### src/rtl/exp_backoff_multi.sv
// Multi-channel randomized exponential backoff: one LFSR-driven wait counter per requester,
// with growing wait masks, retry limit/give-up flag, countdown prescale and global flush.
module exp_backoff_multi #(
    parameter int          NumCh      = 4,
    parameter int          Width      = 16,
    parameter int          MaxExp     = 16,
    parameter int          MinExp     = 0,
    parameter int          MaxRetries = 0,
    parameter logic [31:0] Seed       = 32'hACE1_0001
) (
    input  logic             clk_i,
    input  logic             rst_i,
    input  logic             flush_i,
    input  logic             tick_i,
    input  logic [NumCh-1:0] set_i,
    input  logic [NumCh-1:0] clr_i,
    output logic [NumCh-1:0] is_zero_o,
    output logic [NumCh-1:0] give_up_o
);

    localparam int              RetW    = (MaxRetries > 0) ? $clog2(MaxRetries + 1) : 1;
    localparam logic [RetW-1:0] RetMax  = RetW'(MaxRetries);
    localparam logic [Width-1:0] MaxMask = Width'((64'd1 << MaxExp) - 64'd1);
    localparam logic [Width-1:0] MinMask = Width'((64'd1 << (MinExp + 1)) - 64'd1);
    localparam logic [Width-1:0] CntOne  = Width'(1);

    if (Width < 4 || Width > 32) begin : g_badWidth
        $error("exp_backoff_multi: Width must be in 4..32");
    end
    if (MaxExp < 1 || MaxExp > Width) begin : g_badMaxExp
        $error("exp_backoff_multi: MaxExp must be in 1..Width");
    end
    if (MinExp < 0 || MinExp >= MaxExp) begin : g_badMinExp
        $error("exp_backoff_multi: MinExp must be in 0..MaxExp-1");
    end
    if (NumCh < 1) begin : g_badNumCh
        $error("exp_backoff_multi: NumCh must be at least 1");
    end
    if (Seed == 32'h0) begin : g_badSeed
        $error("exp_backoff_multi: Seed must be nonzero");
    end

    // Each channel gets a distinct golden-ratio-scrambled seed so their draws decorrelate.
    function automatic logic [31:0] seedOf(input int c);
        logic [31:0] s;
        s = Seed ^ (32'(c + 1) * 32'h9E37_79B9);
        return (s == 32'h0) ? 32'h1 : s;
    endfunction

    logic [31:0]      r_lfsr [NumCh];
    logic [Width-1:0] r_mask [NumCh];
    logic [Width-1:0] r_cnt  [NumCh];
    logic [RetW-1:0]  r_ret  [NumCh];

    logic [31:0]      w_lfsrNext [NumCh];
    logic [Width-1:0] w_maskNext [NumCh];
    logic [Width-1:0] w_cntNext  [NumCh];
    logic [RetW-1:0]  w_retNext  [NumCh];
    logic [Width-1:0] w_maskGrow [NumCh];

    always_comb begin
        for (int c = 0; c < NumCh; c++) begin
            w_lfsrNext[c] = {r_lfsr[c][30:0],
                             r_lfsr[c][31] ^ r_lfsr[c][21] ^ r_lfsr[c][1] ^ r_lfsr[c][0]};
            w_maskGrow[c] = (r_mask[c] == '0) ? MinMask
                                              : (((r_mask[c] << 1) | CntOne) & MaxMask);
            w_maskNext[c] = r_mask[c];
            w_cntNext[c]  = r_cnt[c];
            w_retNext[c]  = r_ret[c];
            if (flush_i || clr_i[c]) begin
                w_maskNext[c] = '0;
                w_cntNext[c]  = '0;
                w_retNext[c]  = '0;
            end else if (set_i[c]) begin
                // The freshly grown mask gates the draw in the same cycle it is adopted.
                w_maskNext[c] = w_maskGrow[c];
                w_cntNext[c]  = w_maskGrow[c] & r_lfsr[c][Width-1:0];
                if (MaxRetries != 0 && r_ret[c] != RetMax) begin
                    w_retNext[c] = r_ret[c] + RetW'(1);
                end
            end else if (tick_i && r_cnt[c] != '0) begin
                w_cntNext[c] = r_cnt[c] - CntOne;
            end
        end
    end

    // The LFSR free-runs regardless of flush so draws stay unpredictable after a flush.
    always_ff @(posedge clk_i) begin
        for (int c = 0; c < NumCh; c++) begin
            if (rst_i) begin
                r_lfsr[c] <= seedOf(c);
                r_mask[c] <= '0;
                r_cnt[c]  <= '0;
                r_ret[c]  <= '0;
            end else begin
                r_lfsr[c] <= w_lfsrNext[c];
                r_mask[c] <= w_maskNext[c];
                r_cnt[c]  <= w_cntNext[c];
                r_ret[c]  <= w_retNext[c];
            end
        end
    end

    always_comb begin
        for (int c = 0; c < NumCh; c++) begin
            is_zero_o[c] = (r_cnt[c] == '0);
            give_up_o[c] = (MaxRetries != 0) && (r_ret[c] == RetMax);
        end
    end

endmodule

### config.mk
export PLATFORM = sky130hd
export DESIGN_NAME = exp_backoff_multi
export DESIGN_NICKNAME = d
export VERILOG_FILES = /design/src/rtl/exp_backoff_multi.sv
export SDC_FILE = /design/constraint.sdc
export NUM_CORES = 1
export LEC_CHECK = 0
export CAP_MARGIN = 20
export CORE_UTILIZATION = 47
export DETAILED_ROUTE_END_ITERATION = 10
export PLACE_DENSITY = 0.74
export SYNTH_ARGS = -nofsm -noshare
export SYNTH_HDL_FRONTEND = slang
export SYNTH_SLANG_ARGS = --single-unit
### constraint.sdc
create_clock -name clk_i -period 2.33 [get_ports clk_i]
set_input_delay 0.233 -clock clk_i [delete_from_list [all_inputs] [get_ports clk_i]]
set_output_delay 0.233 -clock clk_i [all_outputs]
set_load 0.02 [all_outputs]
# After elaboration in Yosys (flattened, before gate mapping)
# Memories as Yosys holds them, arrays and structs flattened.
# Index checks and enable logic that the tools add are counted.
# totals
reg_bits	0
ramBits	256
output_inout_bits	8
word_cells	94
n_memories	3
in_bits	12
# classes
n_addsub	4
n_reduce_logical	20
bitwise_logic	28
n_mux	39
# mem_list
name	depth	width	rd	rd_ports_with_merged_regs	wr	line_no	rtl
r_lfsr	4	32	4	0	4	50	logic [31:0] r_lfsr [NumCh];
r_cnt	4	16	4	0	4	52	logic [Width-1:0] r_cnt [NumCh];
r_mask	4	16	4	0	4	51	logic [Width-1:0] r_mask [NumCh];
# ops
op	count
16-bit 2-to-1 mux	32
16-bit zero test	8
32-bit 2-to-1 mux	4
16-bit AND	4
16-bit nonzero test	4
16-bit by 1-bit subtractor with 16-bit output, second input constant	4
1-bit bitwise OR	12
1-bit XOR	12
1-bit logical AND	4
1-bit logical OR	4
1-bit 2-to-1 mux	3

# Logic depth before layout (Yosys ltp)
# An unclocked memory read counts as a cell.
# depth
ltp_word	7
ltp_mapped	9
ltp_nobuf	7

# Worst setup path after synthesis
# No wires, ideal clock.
# synth_timing
path_kind	register to output
start	memory r_cnt[2][0]
end	output port is_zero_o[2]
path_slack_ns	0.220
t_required_ns	2.097
arrival_ns	1.877
path_buffers	1
stages_incl_launch_ff	6
cell_sequence	dfxtp_1 > inv_1 > ha_1 > or4b_1 > buf_4 > nor4_1
# synth_rtl
element	line_no	rtl
start, declared	52	
end, declared	17	output logic [NumCh-1:0] is_zero_o,

==> impl_metrics.csv <==
group,metric,value,unit
setup_path,worstSetupPathType,"reg -> reg",
timing,hold_viol,0,
final_layout,layout.nets,1074,
synth,yosysWarnings,0,
synth,seq_area_frac_synth,51.8,%
timing,max_freq,441,MHz
setup_path,worstReg2RegStart,"r_cnt[2][1]",
min_path,min_path_cells,2,
setup_path,ff2ff_setup_slack,60,ps
timing,max_slew_margin,62.4,%
power,ir_drop,0.382,mV
final_layout,layout_common_cells,"dfxtp_1, nor2_1, or2_2, nor2b_1, mux2i_1",
synth,synth_area_leaders,"dfxtp_1, mux2i_1, or2_2",
synth,synthXorXnorAreaFrac,3.72,%
power,p_clk_share,41.0,%
synth,syn_area,0.00990,mm²
floorplanning,die_x,147,µm
power,power_density,849,mW/mm²
cts,insertion_delay,510,ps
setup_path,cp_max_fo,5,
global_route,grt_pass1_vias,7055,
cts,clk_pin_slew,60,ps
floorplanning,core-area,0.0204,mm²
routing,viasPerCell,5.50,
cts,cts_root_buffer,"clkbuf_16",
synth,syn_inst,1027,
timing,post-route-period-util,97.3,%
synth,synth_mux_area_share,5.06,%
routing,wl_per_cell,15.2,µm
final_layout,antenna_cells,0,
cts,clock_sinks,256,
synth,synthAdderAreaFrac,0.506,%
cts,clock_path_buffers,3,
routing,drcViolationCount,0,
power,p_leak,4.37,nW
routing,ant_nets,0,
power,p_int,7.33,mW
timing,worst_slew_pin_slew,564,ps
power,seqPwrFrac,48.8,%
final_layout,layout_commonest_cell,"dfxtp_1",
setup_path,required,2710,ps
setup_path,worstReg2RegEnd,"r_cnt[2][2]",
placement,dp_hpwl,13500,µm
synth,synth_top_area_cell,"dfxtp_1",
timing,layout_min_cycle_time,2270,ps
floorplanning,num_rows,52,
final_layout,num-fill-cells,1770,
synth,synth-compound-area-share,11.2,%
synth,synth_top_family_by_area,"simple AND/OR/NAND/NOR gates",
synth,synthArstFlopShare,0,%
min_path,min_from,"rst_i",
synth,synthDominantCellAreaShare,51.8,%
floorplanning,die-area,0.0216,mm²
outcome,outcome,"finished, final reports clean",
global_route,grt-ovfl-total,0,
timing,setup_viol,0,
synth,synth_edf_count,0,
run,maxCapViolations,0,
global_route,grt_pass1_wl,34100,µm
placement,io_buffers,15,
synth,ys_ff_latch,256,
synth,synth.avg_cell_area,9.64,µm²
power,power.switching,2.27,mW
global_route,grt_antenna_before_repair,0,
final_layout,area_delta_synth_final,14.2,%
cts,htreeDepth,1,
routing,num_vias,7403,
synth,yosysUniqueCellTypes,61,
timing,setup_tns,0,ps
cts,hold_buffers,0,
floorplanning,die_h,147,µm
setup_path,worst-r2r-cell-count,9,
timing,slew_violations,0,
timing,holdWs,108,ps
power,swShare,23.6,%
routing,drtIter0Drc,458,
min_path,min_path_type,"in -> reg",
global_route,grt_max_degree,66,
cts,cts_tree,"done",
global_route,grt_usage,18.9,%
floorplanning,start_util,48.5,%
setup_path,critPathLaunchType,"flip-flop",
synth,synth_ff_type,"dfxtp_1",
cts,post_cts_buffers,0,
timing,skew,6.68,ps
setup_path,end_kind,"flip-flop",
setup_path,arrival,2650,ps
routing,dr.pass1.iters,5,
final_layout,drive_above_1_share,16.4,%
synth,yosys.area_share.simple,24.4,%
placement,gp_congestion,0.890,
floorplanning,ios,20,
power,p_comb_share,10.2,%
routing,postRouteWirelength,20400,µm
cts,numCtsBuffers,25,
min_path,hold_end,"r_lfsr[2][4]",
what timing repair did:
item / CTS / global route
setup endpoints to repair: 4 / 16
resized for setup: 12 / 13
hold endpoints to repair: 0 / 0
pin swaps: 0 / 3
gates cloned: 0 / 1
cell families after synthesis:
| group | after synthesis |
|---|---|
| other | 1 |
| buffers and inverters | 75 |
| xor gates and xnor gates | 42 |
| DFF | 256 |
| and+or+nand+nor | 439 |
| adders and majority gates | 4 |
| muxes | 50 |
| AOI/OAI and AO/OA | 160 |
how the worst max path moves through the flow:
stage,to,cells after the start,startpoint,slack (ps)
4_1_cts,r_cnt[2][4],9,r_cnt[2][0],-2
6_report,r_cnt[2][2],9,r_cnt[2][1],60
2_1_floorplan,is_zero_o[2],5,r_cnt[2][0],220
3_5_place_dp,r_cnt[2][1],9,r_cnt[2][1],60
5_1_grt,r_cnt[2][3],9,r_cnt[2][0],-30
3_3_place_gp,is_zero_o[2],5,r_cnt[2][0],90
synthesized netlist by cell type, types with 15 or more instances:
library cell,n
nand2_1,44
nand4_1,18
xor2_1,22
mux2i_1,50
nor2_1,108
clkbuf_1,47
nor4_1,33
xnor2_1,20
a21oi_1,29
dfxtp_1,256
nor3_1,20
a22oi_1,15
a31oi_1,15
o22ai_1,24
inv_1,18
or2_2,68
o21ai_0,21
nor2b_1,62
nand3_1,25
cell type report:
class / count / area (µm²) / share of cell area, %
Timing Repair Buffer: 58 / 490 / 4.34
Inverter: 18 / 67.6 / 0.598
Sequential cell: 256 / 5120 / 45.3
Clock inverter: 10 / 109 / 0.963
Clock buffer: 35 / 693 / 6.13
Tap cell: 270 / 338 / 2.99
Multi-Input combinational cell: 699 / 4480 / 39.6
metal layers:
layer	routed length, µm	share of wire (%)	GRT usage (%)
met3	919	4.5	2.39
met4	359	1.8	5.15
met2	9460	46	32.0
met1	9700	47	25.3
met5	0	0	0
critical path, stage by stage (launching register included):
cell     delay (ps)
dfxtp_1         310
inv_1            70
ha_2            190
or4b_4          490
buf_6           160
o41ai_4         430
buf_6           190
nor2_1           50
xnor2_1         150
o22ai_1         110
power groups by stage:
stage          Clock (mW)  Sequential [mW]  Combinational [mW]
3_3_place_gp            0             4.77               0.944
3_5_place_dp            0             4.77               0.958
4_1_cts              4.03             4.68               0.961
6_report             3.94             4.68               0.975
5_1_grt              4.19             4.70                1.08
2_1_floorplan           0             4.74               0.733
state kept, by name, summed over array words and instances, names as in the netlist:
register  count
r_lfsr      128
r_mask       64
r_cnt        64
stage by stage:
step	power [mW]	instance area, µm²	setup WS, ps	cells	utilization [%]
2_1_floorplan	5.47	9910	220	1030	-
3_3_place_gp	5.71	10500	88.1	1300	51.3
3_5_place_dp	5.73	10500	62.2	1300	51.3
4_1_cts	9.67	11300	-2.44	1345	55.2
5_1_grt	9.97	11300	-27.0	1346	55.3
6_report	9.59	11300	62.2	1346	55.3
Note: power is estimated with default switching activity, not from simulation.
